--- src/rtl/pc_sequencer.sv ---
// rtl/pc_sequencer.sv - program-counter sequencer with run/halt control, relative jumps and call/return stack
//
// Purpose: holds and advances the fetch PC. Branch and call offsets come from an
// external relative-jump lookup table indexed by jmp_idx; returns pop a shallow
// hardware stack of return addresses.
//
// Ports:
//   clk, reset        rising-edge clock, synchronous active-high reset
//   start             pulse: (re)start execution from START_PC
//   stall             hold pc, stack and stack_err for this cycle
//   halt              end of program, enter DONE
//   branch/call/ret   relative branch, relative call, return
//   jmp_idx           lookup-table index for branch/call offset
//   lut_addr          index to lookup table (combinational copy of jmp_idx)
//   lut_target        signed D-bit offset from lookup table
//   pc                current program counter
//   busy, done        RUN / DONE state decode
//   stack_err         sticky stack overflow/underflow flag
module pc_sequencer #(
  parameter int D           = 12,
  parameter int START_PC    = 0,
  parameter int STACK_DEPTH = 4
) (
  input  logic         clk,
  input  logic         reset,
  input  logic         start,
  input  logic         stall,
  input  logic         halt,
  input  logic         branch,
  input  logic         call,
  input  logic         ret,
  input  logic [5:0]   jmp_idx,
  output logic [5:0]   lut_addr,
  input  logic [D-1:0] lut_target,
  output logic [D-1:0] pc,
  output logic         busy,
  output logic         done,
  output logic         stack_err
);

  localparam int AW = $clog2(STACK_DEPTH);
  localparam int DW = AW + 1;
  localparam logic [D-1:0]  PC_INIT = D'(START_PC);
  localparam logic [D-1:0]  PC_ONE  = D'(1);
  localparam logic [DW-1:0] FULL    = DW'(STACK_DEPTH);

  typedef enum logic [1:0] {
    S_IDLE = 2'd0,
    S_RUN  = 2'd1,
    S_DONE = 2'd2
  } state_t;

  state_t        state, state_n;
  logic [D-1:0]  pc_n;
  logic [DW-1:0] depth, depth_n;
  logic          err_n;
  logic          push;
  logic [D-1:0]  stack_mem [STACK_DEPTH];

  logic [D-1:0]  pc_inc;
  logic [D-1:0]  pc_rel;
  logic [AW-1:0] top_idx;

  assign lut_addr = jmp_idx;
  assign busy     = (state == S_RUN);
  assign done     = (state == S_DONE);

  // Unsigned add of the two's-complement offset gives the correct truncated sum.
  assign pc_inc  = pc + PC_ONE;
  assign pc_rel  = pc + lut_target;
  // At depth==STACK_DEPTH the low bits wrap to 0, so subtracting 1 still lands on the last entry.
  assign top_idx = depth[AW-1:0] - 1'b1;

  always_comb begin
    state_n = state;
    pc_n    = pc;
    depth_n = depth;
    err_n   = stack_err;
    push    = 1'b0;
    case (state)
      S_IDLE: begin
        pc_n = PC_INIT;
        if (start) state_n = S_RUN;
      end
      S_RUN: begin
        if (halt) begin
          state_n = S_DONE;
        end else if (stall) begin
          pc_n = pc;
        end else if (ret) begin
          if (depth != '0) begin
            pc_n    = stack_mem[top_idx];
            depth_n = depth - 1'b1;
          end else begin
            err_n = 1'b1;
            pc_n  = pc_inc;
          end
        end else if (call) begin
          if (depth != FULL) begin
            push    = 1'b1;
            depth_n = depth + 1'b1;
            pc_n    = pc_rel;
          end else begin
            err_n = 1'b1;
            pc_n  = pc_inc;
          end
        end else if (branch) begin
          pc_n = pc_rel;
        end else begin
          pc_n = pc_inc;
        end
      end
      S_DONE: begin
        if (start) begin
          state_n = S_RUN;
          pc_n    = PC_INIT;
          depth_n = '0;
          err_n   = 1'b0;
        end
      end
      default: begin
        state_n = S_IDLE;
        pc_n    = PC_INIT;
        depth_n = '0;
        err_n   = 1'b0;
      end
    endcase
  end

  always_ff @(posedge clk) begin
    if (reset) begin
      state     <= S_IDLE;
      pc        <= PC_INIT;
      depth     <= '0;
      stack_err <= 1'b0;
    end else begin
      state     <= state_n;
      pc        <= pc_n;
      depth     <= depth_n;
      stack_err <= err_n;
    end
  end

  // Entries are meaningful only below depth, so the storage itself needs no reset.
  always_ff @(posedge clk) begin
    if (push && !reset) stack_mem[depth[AW-1:0]] <= pc_inc;
  end

endmodule

--- config.mk ---
export PLATFORM = sky130hd
export DESIGN_NAME = pc_sequencer
export DESIGN_NICKNAME = d
export VERILOG_FILES = /design/src/rtl/pc_sequencer.sv
export SDC_FILE = /design/constraint.sdc
export NUM_CORES = 1
export LEC_CHECK = 0
export CORE_ASPECT_RATIO = 1.4
export CORE_MARGIN = 2
export CORE_UTILIZATION = 57
export CTS_BUF_LIST = sky130_fd_sc_hd__clkbuf_2
export CTS_CLUSTER_SIZE = 30
export DETAILED_ROUTE_END_ITERATION = 6
export PLACE_DENSITY = 0.87
export SYNTH_ARGS = -nofsm -noshare
export SYNTH_HDL_FRONTEND = slang
export SYNTH_SLANG_ARGS = --single-unit
--- constraint.sdc ---
create_clock -name clk -period 3 [get_ports clk]
set_input_delay 0.6 -clock clk [delete_from_list [all_inputs] [get_ports clk]]
set_output_delay 0.6 -clock clk [all_outputs]
set_load 0.05 [all_outputs]
# ---- Word-level counts from Yosys, hierarchy flattened
# Memories as Yosys holds them, arrays and structs flattened.
# Index checks and enable logic that the tools add are counted.
dict set report op_classes {
  shift 0
  eq_ne 13
  bitwise_logic 1
  n_reduce_logical 9
  add_sub_neg 5
  magnitude_cmp 0
  multipliers 0
  muxes 36
  div 0
}
# operator count
set ops {}
lappend ops {{2-to-1 mux 12 bit} 8}
lappend ops {{one-hot mux 12 bit (2 select lines)} 1}
lappend ops {{2-to-1 mux 3 bit} 7}
lappend ops {{2-to-1 mux 1 bit} 15}
lappend ops {{AND reduction 7 bit} 2}
lappend ops {{adder 12 x 1 -> 12 bit (second input constant)} 1}
lappend ops {{adder 12 bit} 1}
lappend ops {{inequality test 3 bit (second input constant)} 4}
lappend ops {{one-hot mux 3 bit (3 select lines)} 1}
lappend ops {{inequality test 2 bit (second input constant)} 4}
lappend ops {{inequality test 3 x 2 -> 1 bit (second input constant)} 2}
lappend ops {{2-to-1 mux 2 bit} 2}
lappend ops {{one-hot mux 2 bit (2 select lines)} 1}
lappend ops {{adder 3 x 1 -> 3 bit (second input constant)} 1}
lappend ops {{one-hot mux 1 bit (3 select lines)} 1}
lappend ops {{AND reduction 3 bit} 1}
lappend ops {{nonzero test 3 bit} 1}
lappend ops {{subtractor 3 x 1 -> 3 bit (second input constant)} 1}
lappend ops {{equality test 2 x 1 -> 1 bit (second input constant)} 1}
lappend ops {{equality test 2 bit (second input constant)} 1}
lappend ops {{logical NOT 2 bit} 1}
lappend ops {{inequality test 2 x 1 -> 1 bit (second input constant)} 1}
lappend ops {{AND reduction 2 bit} 1}
lappend ops {{OR reduction 2 bit} 1}
lappend ops {{4 further kinds} 4}
dict set report totals {
  inputBits 26
  mem_bits_rw 48
  latch_bits 0
  rom_bits 0
  out_inout_bits 21
  elab_cells 69
  ff_bits 18
  mem_count 1
}
# memory depth width rd rd_clocked_by_memory_dff wr line
set memory_table {}
lappend memory_table {stack_mem 4 12 1 0 1 58} ;# logic [D-1:0] stack_mem [STACK_DEPTH];

# ---- Logic depth before layout (Yosys ltp)
dict set report logic_depth {
  depth_word 10
  depth_mapped 12
  depth_no_buf 9
}

# ---- Worst setup path before layout
# OpenSTA, ideal clock, no wires.
dict set report synth_path {
  path_kind {in2reg}
  start {input port lut_target[0]}
  end {register pc[8]}
  setup_ns 0.078
  setup_slack_ns 0.557
  n_path_buf 0
  stages 9
  t_arrival_ns 2.365
  cell_sequence {ha_1 > fa_1 > a211oi_1 > o21bai_1 > a31o_1 > a21oi_1 > xnor2_1 > a21oi_1 > nor3_1}
}
dict set report synth_between {
  elab_chain_len 7
}
# item line
set synth_rtl {}
lappend synth_rtl {{from (decl)} 34} ;# input logic [D-1:0] lut_target,
lappend synth_rtl {{adder 12 bit *} 70} ;# assign pc_rel = pc + lut_target;
lappend synth_rtl {{2-to-1 mux 12 bit, on equally long branches} {107, 99}}
lappend synth_rtl {{2-to-1 mux 12 bit *} 98} ;# end else if (call) begin
lappend synth_rtl {{2-to-1 mux 12 bit *} 90} ;# end else if (ret) begin
lappend synth_rtl {{2-to-1 mux 12 bit *} 88} ;# end else if (stall) begin
lappend synth_rtl {{2-to-1 mux 12 bit *} 86} ;# if (halt) begin
lappend synth_rtl {{one-hot mux 12 bit (2 select lines) *} 80} ;# case (state)
lappend synth_rtl {{to (signal assigned)} 138} ;# pc <= pc_n;
lappend synth_rtl {{to (decl)} 35} ;# output logic [D-1:0] pc,
# Mark *: on every way between the ends. The rest lies on a longest branch, timed or not. The select of a mux whose other input is x is not followed.
# A chain may end at the register's enable or synchronous reset.

# ---- Worst setup path after layout
dict set report layout_path {
  start {register state[1]}
  end {output port busy}
}
dict set report layout_between {
  elab_chain_len 1
}
# item line
set layout_rtl {}
lappend layout_rtl {{from (decl)} 53} ;# state_t state, state_n;
lappend layout_rtl {{from (signal assigned)} 137} ;# state <= state_n;
lappend layout_rtl {{equality test 2 x 1 -> 1 bit} 65} ;# assign busy = (state == S_RUN);
lappend layout_rtl {{to (decl)} 36} ;# output logic busy,
# No other way between the ends.

==> results.sh <==
export IMPL_max_freq_mhz=353
export IMPL_min_path_type="flop to flop"
export IMPL_setup_viol_count_final=0
export IMPL_critPathKind="flop to primary output"
export IMPL_ir_drop_uv=417
export IMPL_die_y_um=98.7
export IMPL_yosysSeqAreaShare_pct=49.3
export IMPL_r2r_end="pc[8]"
export IMPL_core_area_um2=6210
export IMPL_detail_route_wl_per_cell_um=19.0
export IMPL_synthesis_nets=355
export IMPL_rsz0062_at_grt="no"
export IMPL_final_common_cell="edfxtp_1"
export IMPL_nFillCells=453
export IMPL_clock_latency_ns=0.52
export IMPL_max_stage_delay_ns=0.82
export IMPL_io_buffers=34
export IMPL_dp_hpwl_mm=5.82
export IMPL_cts_resized=0
export IMPL_clock_skew_ns=0.0260
export IMPL_crit_path_max_fanout=12
export IMPL_viasPerCell=6.23
export IMPL_dieArea_um2=7080
export IMPL_cts_buffer_depth=2
export IMPL_drive_gt1_share_pct=16.3
export IMPL_timing_rr_start="pc[0]"
export IMPL_post_cts_buffers=0
export IMPL_yosys_warnings=0
export IMPL_ant_nets=0
export IMPL_clk_pin_slew_ns=0.19
export IMPL_grt_pass1_wl_mm=13.3
export IMPL_synth_area_um2=3650
export IMPL_grt_ovfl_total=0
export IMPL_first_iter_violations=266
export IMPL_diodes=0
export IMPL_hold_viol=0
export IMPL_ff2ff_path_depth=9
export IMPL_start_util_pct=58.8
export IMPL_syn2layout_area_growth_pct=14.9
export IMPL_numCtsBuffers=9
export IMPL_vias=2659
export IMPL_ys_flop_type="edfxtp_1"
export IMPL_end_kind="primary output"
export IMPL_timing_critical_path_slowest_stage_cell="clkdlybuf4s50_1"
export IMPL_critPathTopFamily="buffers and inverters"
export IMPL_synth_avg_cell_area_um2=11.7
export IMPL_power_total_mw=1.95
export IMPL_worst_slew_pin_slew_ns=0.572
export IMPL_final_cells=427
export IMPL_synth_cell_type_count=58
export IMPL_p_leak_nw=1.49
export IMPL_postCtsHoldBufs=0
export IMPL_hold_depth=2
export IMPL_gp_routability_congestion=0.891
export IMPL_fin_nets=394
export IMPL_io_pins=47
export IMPL_die_w_um=71.7
export IMPL_r2r_slack_ns=0.62
export IMPL_hold_path_startpoint="stack_err"
export IMPL_htreeDepth=3
export IMPL_maxCapViolCount=0
export IMPL_drc=0
export IMPL_antenna_found_initial=0
export IMPL_grt_pass1_vias=2723
export IMPL_start_kind="flop"
export IMPL_path_cells="nand2b_1 > inv_1 > clkdlybuf4s50_1"
export IMPL_drt_total_wl_mm=8.12
export IMPL_power_density_nw_per_um2=464
export IMPL_tns_ns=0
export IMPL_period_needed_ns=2.84
export IMPL_ys_ff_latch=66
export IMPL_async_reset_ff_share_pct=0
export IMPL_required_ns=2.40
export IMPL_grt_max_degree=19
export IMPL_outcome="finished clean"
export IMPL_finalMaxSlewViolations=0
export IMPL_syn_instance_count=311
export IMPL_finalCritPeriodShare_pct=94.6
export IMPL_synth_edf_count=48
export IMPL_worst_hold_path_endpoint="stack_err"
export IMPL_seq_area_um2=1800
export IMPL_multi_input_area_um2=1690
export IMPL_clkSinkCount=66
export IMPL_drt_first_pass_iters=4
export IMPL_max_slew_margin_pct=61.7
export IMPL_arrival_ns=2.24
export IMPL_tritoncts="built"
export IMPL_grt_use_total_pct=25.0
export IMPL_cp_buffers_inverters=2
export IMPL_cts_root_buf="clkbuf_2"
export IMPL_rows=34
export IMPL_placed_cells=411
export IMPL_mostFrequentLayoutCells="edfxtp_1, clkdlybuf4s50_1, nor2_1"
stage by stage:
step / worst slack, ns / instance area [µm²] / utilization [%] / hold slack, ns
after floorplan: 0.557 / 3650 / - / 0.514
after global placement: 0.0457 / 4060 / 65.4 / 0.483
after detailed placement: 0.0246 / 4060 / 65.4 / 0.484
after CTS: 0.145 / 4200 / 67.6 / 0.512
after global routing: 0.0530 / 4200 / 67.6 / 0.530
final: 0.163 / 4200 / 67.6 / 0.512
sequential cells by signal (all words and copies together), names as in the netlist:
signal and flops:
stack_err 1, pc 12, stack_mem 48, depth 3, state 2
logic make-up (layout without fill, tap and decap cells):
group                    count (synthesis)  count (layout)  share of synthesized area, %
XOR/XNOR                                21              21                          5.45
flip-flops                              66              66                          49.3
adder cells (fa/ha/maj)                 18              18                          6.58
AO/OA/AOI/OAI                           70              70                          13.5
multiplexers                            15              15                          8.25
AND/OR/NAND/NOR                         90              90                          12.5
buffers and inverters                   31              75                          4.45
metal layers:
metal	global-route usage [%]	wire, µm	share of wire (%)
met1	29.0	3030	37
met2	44.4	4470	55
met3	5.21	418	5.1
met4	10.3	204	2.5
met5	0	0	0
final cells by class:
| cell class | instances | area share, % |
|---|---|---|
| Clock buffer | 9 | 1.07 |
| Multi-Input combinational cell | 214 | 40.2 |
| Sequential cell | 66 | 42.9 |
| Timing Repair Buffer | 46 | 10.3 |
| Clock inverter | 7 | 2.23 |
| Tap cell | 72 | 2.15 |
| Inverter | 13 | 1.16 |
cells in the mapped netlist, types with 3 or more instances:
library cell	number	area [µm²]
buf_2	4	20.0
o21ai_0	10	50.1
o21a_1	3	22.5
o21ai_1	4	20.0
nor2_1	30	113
ha_1	16	200
clkbuf_1	4	15.0
nor3_2	3	30.0
xor2_1	6	52.6
nor3_1	6	30.0
a221o_1	6	60.1
mux4_2	12	270
edfxtp_1	48	1440
dfxtp_1	18	360
nand2_1	24	90.1
a31oi_1	3	18.8
nand4_1	4	25.0
a21oi_1	20	100
inv_1	13	48.8
nand3_1	7	35.0
buf_4	7	52.6
xnor2_1	13	114
power by group:
| group | switching (mW) | total (mW) | internal (mW) | leakage, nW |
|---|---|---|---|---|
| clock | 0.331 | 0.605 | 0.274 | 0.0795 |
| combinational | 0.191 | 0.326 | 0.135 | 0.833 |
| sequential | 0.0230 | 1.02 | 0.993 | 0.578 |
worst min-delay path, delay by kind of cell (launching register included):
kind | cells | cell delay (ns)
flip-flops | 1 | 0.36
AND/OR/NAND/NOR | 2 | 0.15
worst max path at each step:
stage	from	depth (start not counted)	slack, ns	endpoint
2_1_floorplan	lut_target[0]	9	0.56	pc[8]
3_3_place_gp	lut_target[0]	10	0.05	pc[8]
3_5_place_dp	lut_target[0]	10	0.02	pc[8]
4_1_cts	state[1]	3	0.15	busy
5_1_grt	state[1]	3	0.05	busy
6_report	state[1]	3	0.16	busy
Note: power is estimated with default switching activity, not from simulation.
